==> config.mk <==
export PLATFORM = sky130hd
export DESIGN_NAME = reorder_buf12
export DESIGN_NICKNAME = d
export VERILOG_FILES = /design/src/rtl/reorder_buf12_pkg.sv /design/src/rtl/reorder_buf12_digit_rev_cnt3x2x2.sv /design/src/rtl/reorder_buf12.sv
export SDC_FILE = /design/constraint.sdc
export NUM_CORES = 1
export LEC_CHECK = 0
export ABC_CLOCK_PERIOD_IN_PS = 5800
export BUFFER_PORTS_ARGS = -buffer_cell sky130_fd_sc_hd__buf_2
export CAP_MARGIN = 10
export CORE_AREA = 8 8 323 325
export DETAILED_ROUTE_END_ITERATION = 12
export DIE_AREA = 0 0 331 333
export PLACE_DENSITY = 0.5
export SLEW_MARGIN = 15
export SYNTH_ARGS = -nofsm -noshare
export SYNTH_HDL_FRONTEND = slang
export SYNTH_SLANG_ARGS = --single-unit
==> constraint.sdc <==
create_clock -name clk -period 5.8 [get_ports clk]
set_input_delay 0.58 -clock clk [delete_from_list [all_inputs] [get_ports clk]]
set_output_delay 0.58 -clock clk [all_outputs]
set_load 0.01 [all_outputs]
==> src/rtl/reorder_buf12_pkg.sv <==
// Shared constants for the 12-point mixed-radix (3x2x2) FFT output reorder stage.
// Holds the frame size, the radix sizes and the arrival-index to bank-address table.
package reorder_buf12_pkg;

    localparam int N      = 12;
    localparam int RADIX0 = 3;
    localparam int RADIX1 = 2;
    localparam int RADIX2 = 2;
    localparam int ADDR_W = 4;

    // Entry m (LSB first) is the bank address k for arrival index m.
    localparam logic [N*ADDR_W-1:0] M2K_TABLE = {
        4'd11, 4'd5, 4'd8, 4'd2, 4'd10, 4'd4,
        4'd7,  4'd1, 4'd9, 4'd3, 4'd6,  4'd0
    };

    function automatic logic [ADDR_W-1:0] m_to_k(input logic [ADDR_W-1:0] m);
        return M2K_TABLE[m*ADDR_W +: ADDR_W];
    endfunction

endpackage

==> src/rtl/reorder_buf12_digit_rev_cnt3x2x2.sv <==
// Mixed-radix arrival counter: digits d0 (radix 3), d1, d2 (radix 2), d2 fastest,
// so {d0,d1,d2} equals the arrival index m; k is the digit-reversed bank address.
module digit_rev_cnt3x2x2
    import reorder_buf12_pkg::*;
(
    input  logic              clk,
    input  logic              rst,
    input  logic              en,
    output logic [ADDR_W-1:0] k,
    output logic              last
);

    logic [1:0] d0_reg;
    logic       d1_reg;
    logic       d2_reg;

    always_ff @(posedge clk) begin
        if (rst) begin
            d0_reg <= 2'd0;
            d1_reg <= 1'b0;
            d2_reg <= 1'b0;
        end else if (en) begin
            if (d2_reg == 1'(RADIX2 - 1)) begin
                d2_reg <= 1'b0;
                if (d1_reg == 1'(RADIX1 - 1)) begin
                    d1_reg <= 1'b0;
                    d0_reg <= (d0_reg == 2'(RADIX0 - 1)) ? 2'd0 : d0_reg + 2'd1;
                end else begin
                    d1_reg <= d1_reg + 1'b1;
                end
            end else begin
                d2_reg <= d2_reg + 1'b1;
            end
        end
    end

    assign k    = m_to_k({d0_reg, d1_reg, d2_reg});
    assign last = ({d0_reg, d1_reg, d2_reg} == ADDR_W'(N - 1));

endmodule

==> src/rtl/reorder_buf12.sv <==
// Ping-pong reorder buffer: writes each 12-point frame in digit-reversed address order
// and reads the completed bank linearly, giving natural frequency order at the output.
module reorder_buf12
    import reorder_buf12_pkg::*;
#(
    parameter int WIDTH = 14
) (
    input  logic             clk,
    input  logic             rst,
    input  logic             di_en,
    input  logic [WIDTH-1:0] di_re,
    input  logic [WIDTH-1:0] di_im,
    output logic             do_en,
    output logic [WIDTH-1:0] do_re,
    output logic [WIDTH-1:0] do_im,
    output logic             do_last
);

    logic [ADDR_W-1:0] wr_addr;
    logic              wr_last;

    logic              wr_bank_reg;
    logic              rd_bank_reg;
    logic              rd_active_reg;
    logic [ADDR_W-1:0] rd_cnt_reg;
    logic              rd_valid_reg;
    logic              rd_last_reg;
    logic              rd_sel_reg;

    logic [2*WIDTH-1:0] bank_q [2];

    digit_rev_cnt3x2x2 u_wr_cnt (
        .clk  (clk),
        .rst  (rst),
        .en   (di_en),
        .k    (wr_addr),
        .last (wr_last)
    );

    genvar gi;
    generate
        for (gi = 0; gi < 2; gi++) begin : g_bank
            logic [2*WIDTH-1:0] mem [N];
            logic [2*WIDTH-1:0] rd_q_reg;

            // Contents are deliberately not reset; only the control path is.
            always_ff @(posedge clk) begin
                if (!rst && di_en && wr_bank_reg == 1'(gi))
                    mem[wr_addr] <= {di_re, di_im};
                if (rd_active_reg && rd_bank_reg == 1'(gi))
                    rd_q_reg <= mem[rd_cnt_reg];
            end

            assign bank_q[gi] = rd_q_reg;
        end
    endgenerate

    // A newly completed frame restarts the read even if one is still running;
    // the final read of the old frame happens on that same edge, so nothing is lost.
    always_ff @(posedge clk) begin
        if (rst) begin
            wr_bank_reg   <= 1'b0;
            rd_bank_reg   <= 1'b0;
            rd_active_reg <= 1'b0;
            rd_cnt_reg    <= '0;
            rd_valid_reg  <= 1'b0;
            rd_last_reg   <= 1'b0;
            rd_sel_reg    <= 1'b0;
        end else begin
            rd_valid_reg <= rd_active_reg;
            rd_last_reg  <= rd_active_reg && (rd_cnt_reg == ADDR_W'(N - 1));
            rd_sel_reg   <= rd_bank_reg;
            if (di_en && wr_last) begin
                wr_bank_reg   <= ~wr_bank_reg;
                rd_bank_reg   <= wr_bank_reg;
                rd_active_reg <= 1'b1;
                rd_cnt_reg    <= '0;
            end else if (rd_active_reg) begin
                if (rd_cnt_reg == ADDR_W'(N - 1)) begin
                    rd_active_reg <= 1'b0;
                    rd_cnt_reg    <= '0;
                end else begin
                    rd_cnt_reg <= rd_cnt_reg + 1'b1;
                end
            end
        end
    end

    always_ff @(posedge clk) begin
        if (rst) begin
            do_en   <= 1'b0;
            do_last <= 1'b0;
            do_re   <= '0;
            do_im   <= '0;
        end else begin
            do_en   <= rd_valid_reg;
            do_last <= rd_last_reg;
            if (rd_valid_reg)
                {do_re, do_im} <= bank_q[rd_sel_reg];
        end
    end

endmodule

---- Word-level counts from Yosys, hierarchy flattened ----
Memories as Yosys holds them, arrays and structs flattened. A register that Yosys moved wholly into a read port is not among the register bits.
Index checks and enable logic that the tools add are counted.
storage, ports and cells
  bits in registers ....................... 44
  bits in writable memories ............... 672
  logic and storage cells ................. 53
  memories kept ........................... 2
memories
  memory         depth  width  rd ports  clocked after Yosys merged registers in  wr ports  RTL line             source
  g_bank[0].mem  12     28     1         1                                        1         reorder_buf12.sv:43  logic [2*WIDTH-1:0] mem [N];
  g_bank[1].mem  12     28     1         1                                        1         reorder_buf12.sv:43
cells by class
  add/subtract/negate cells ............... 4
  magnitude comparators ................... 1
  equal/unequal tests ..................... 3
  shift operators ......................... 1
  multiplexer cells ....................... 14
  bitwise logic cells ..................... 3
  reductions and logical operators ........ 11
operators with widths
  operator                   count
  $mux W28                   3
  $shiftx A48 B7 Y4 const A  1
  $mux W1                    9
  $eq A4 B4 Y1 const B       2
  $logic_and A1 B1 Y1        7
  $add A4 B1 Y4 const B      1
  $mux W4                    1
  $reduce_and A3 Y1          1
  $add A1 B1 Y1 const B      2
  $add A2 B1 Y2 const B      1
  $eq A2 B2 Y1 const B       1
  $ge A2 B2 Y1 const B       1
  $mux W2                    1
  $not A1 Y1                 2
  $not A1 Y2                 1
  $reduce_and A2 Y1          1
  $reduce_or A2 Y1           1
  $logic_not A1 Y1           1

---- Logic depth before layout (Yosys ltp) ----
  word-level depth ........................ 5
  gate-level depth with buffers ........... 7

---- Modules after synthesis ----
From an unflattened synthesis, not the netlist that was laid out.
second synthesis, totals
  cells, all modules ...................... 1560
  area, all modules ....................... 30012.5 um2
modules (own cells, without submodules)
  module              times used  cells each  area each (um2)  seq. area each (um2)
  reorder_buf12       1           1523        29717.3          22661.7
  digit_rev_cnt3x2x2  1           37          295.3            80.1

---- Worst setup path before layout ----
Ideal clock, no wire load.
  path kind ............................... reg-to-reg
  from .................................... reg u_wr_cnt.d2_reg
  to ...................................... mem g_bank[0].mem[11][0] (netlist name), enable pin
  setup time .............................. 0.494 ns
  data arrival time ....................... 4.384 ns
  setup slack ............................. 0.922 ns
  stages on the path, launching flop included .. 7
  buffers on the path ..................... 0
  cell sequence ........................... dfxtp_1 > inv_1 > ha_1 > nand2b_1 > o21ai_0 > o31a_1 > nor4b_1
between the ends
  longest elaborated chain between the ends .. 1
RTL lines
  item                      RTL line                                source
  start: declaration        reorder_buf12_digit_rev_cnt3x2x2.sv:15  logic d2_reg;
  start signal: assignment  reorder_buf12_digit_rev_cnt3x2x2.sv:32  d2_reg <= d2_reg + 1'b1;
  $shiftx A48 B7 Y4         reorder_buf12_pkg.sv:18                 return M2K_TABLE[m*ADDR_W +: ADDR_W];
  end: declaration          reorder_buf12.sv:43
Every way passes these cells.

---- Worst setup path in the final report ----
  from .................................... reg u_wr_cnt.d2_reg
  to ...................................... mem g_bank[0].mem[1][25] (netlist name), enable pin
Same word-level chain as after synthesis.

==> reports/results.tsv <==
metric	value	unit
status	finished, final reports clean	
vias in the first global route	15200	
post-route ant nets	0	
post-cts resize count	0	
clock sink total	772	
max-slew violation count	0	
Reg power frac	53.0	%
initial antenna violation count	5	
switching share of total power	20.0	%
Post-CTS Hold Fix Bufs	0	
Synth area leaders	edfxtp_1 (74%), mux2i_1 (4.8%), mux2_2 (4.3%)	
R2R depth	6	
fmax	315	MHz
wire per inst	24.8	um
Iter 0 DRT Violations	1237	
commonest cells in the netlist	edfxtp_1 (728), mux2i_1 (142), mux2_2 (112)	
flip-flop count of the largest register after layout	672	
final core utilization	34.3	%
# setup viols final	0	
Final Cycle Share	54.7	%
area share of the largest cell type after synthesis	73.9	%
starting density of the core	29.8	%
cells after synthesis	1564	
CP Class	reg2reg	
wirelength, routed	74700	um
# IOs	61	
Non-Filler Instances	3008	
worst-margin pin slew	1140	ps
Int Power	9260	uW
Clock Skews	32.0	ps
P_sw	2310	uW
ratio of cells with drive above 1 in the final layout	23.7	%
postcts setup bufs	0	
Inst Count DP	2853	
H-tree levels	3	
worst hold path type	in2reg	
Fin Setup TNS	0	ps
critical-path maximum fanout	28	
Avg Cell Area, Syn	18.9	um2
Die X	331	um
Worst setup EP type	flip-flop	
Clk pwr share	45.0	%
Crit path arrival time	3400	ps
Tot GR Track Use	13.3	%
worst reg2reg endpoint	g_bank[0].mem[1][25]	
router iterations before antenna repair	5	
R2R Path Start	u_wr_cnt.d2_reg	
largest net degree at the start of global routing	89	
combinational power share	1.9	%
Synth Warn #	0	
DRC	0	
cell taking the most area after synthesis	edfxtp_1	
flops & latches, synth	772	
Worst EP required	6020	ps
min Tclk post-route	3170	ps
most frequent cell after synthesis	edfxtp_1	
Syn Nets	1600	
Hold Path End	u_wr_cnt.d2_reg	
Layout area overhead	15.3	%
CTS Buf Count	82	
Slew headroom	23.8	%
core area	0.0993	mm2
max cap viols	0	
Synth Cell Area	0.0296	mm2
asr flop ratio synth	0	%
total number of vias	14700	
first-pass GRT wire length	108000	um
Startpoint Class	flip-flop	
WHS Path Cells	3	
clock buffer depth	3	
top_reg_cell synth	edfxtp_1	
setup slack, reg-to-reg	2630	ps
GPL Wtd Cong	0.743	
HP Start	di_en	
clock-pin slew on the worst setup and hold paths	60	ps
RSZ-0062 raised after global routing	false	
full die area	0.110	mm2
final hold viol count	0	
vias per inst	4.90	
Worst IR Drop VDD	184	uV
CTS tree	yes	
DP HPWL	44400	um
total power	11600	uW
GR Overflow Total	0	
Die Y-Extent	333	um
leakage power	0.0102	uW
number of synthesized flops with an enable pin	728	
PwrDens	339	mW/mm2
sequential fraction of the synthesis area	76.9	%
Nets	1675	
clock root buffer	clkbuf_16	
FP Rows	116	
post-synth cell types	46	
clock latency on the worst-skew pair	630	ps
PortBufs	60	
## logic make-up (layout without fill, tap and decap cells)
family / count (synthesis) / in the layout / synth area share (%)
flops: 772 / 772 / 76.9
mux: 310 / 310 / 13.3
compound gates: 214 / 214 / 5.13
simple gates: 162 / 162 / 2.39
buf+inv: 98 / 242 / 1.94
fa+ha+maj: 5 / 5 / 0.212
xor+xnor: 3 / 3 / 0.0889
other cells: 0 / 2 / 0
## cell usage in the layout, fill, tap and decap left out, types with 8 or more instances in the layout
| master | n |
|---|---|
| a221o_1 | 56 |
| a211oi_1 | 28 |
| edfxtp_1 | 728 |
| buf_4 | 21 |
| clkinv_2 | 9 |
| clkinv_1 | 8 |
| nand2_1 | 63 |
| mux2_2 | 112 |
| o21ai_1 | 56 |
| clkbuf_16 | 86 |
| mux4_2 | 56 |
| dfxtp_1 | 38 |
| clkbuf_1 | 29 |
| buf_2 | 60 |
| clkbuf_8 | 10 |
| nor2_4 | 23 |
| mux2i_1 | 142 |
| nor2_1 | 37 |
| o22ai_1 | 56 |
## cell type report
cell class / count / area [um2]
fillers: 9356 / 65200
flip-flops and latches: 772 / 22800
multi-input cells: 694 / 6460
clock buffers: 125 / 2400
well taps: 1298 / 1620
repair buffers: 84 / 518
clock inverters: 28 / 302
inverters: 5 / 18.8
diodes: 2 / 5.00
## metal layers
| metal | part of all wire, % | GRT usage (%) | vias to the layer above |
|---|---|---|---|
| li1 | - | - | 6493 |
| met1 | 46 | 18.7 | 7822 |
| met2 | 47 | 21.0 | 327 |
| met3 | 5.1 | 2.63 | 89 |
| met4 | 2.0 | 3.58 | 4 |
| met5 | 0.035 | 0 | - |
## per-stage QoR
| stage | cell area [um2] | hold slack [ps] | setup WS [ps] |
|---|---|---|---|
| 2_1_floorplan | 29600 | 414 | 922 |
| 3_3_place_gp | 31400 | 438 | 2600 |
| 3_5_place_dp | 31400 | 443 | 2600 |
| 4_1_cts | 34100 | 298 | 2600 |
| 5_1_grt | 34100 | 325 | 2450 |
| 6_report | 34100 | 330 | 2630 |
## worst max path at each step
stage                          startpoint               endpoint  cells after the start
final                     u_wr_cnt.d2_reg   g_bank[0].mem[1][25]                      6
after global routing      u_wr_cnt.d2_reg    g_bank[0].mem[1][3]                      6
after CTS                 u_wr_cnt.d2_reg    g_bank[0].mem[1][3]                      6
after detailed placement            di_en  g_bank[1].mem[11][26]                      5
after global placement              di_en   g_bank[1].mem[8][26]                      5
after floorplan           u_wr_cnt.d2_reg   g_bank[0].mem[11][0]                      6
## power groups by stage
stage,Sequential (uW),Clock [uW],Combinational (uW)
floorplan,6260,0,69.4
CTS,6140,5330,230
global route,6140,5530,243
finish,6140,5210,224
global placement,6250,0,222
detailed placement,6260,0,229
## critical path, cell delays in order, from the launching register on
cell	delay, ps
dfxtp_1	490
inv_1	90
ha_1	340
nand2b_1	140
a21oi_1	80
or4_1	710
nor2_4	880
Note: power is estimated with default switching activity, not from simulation.
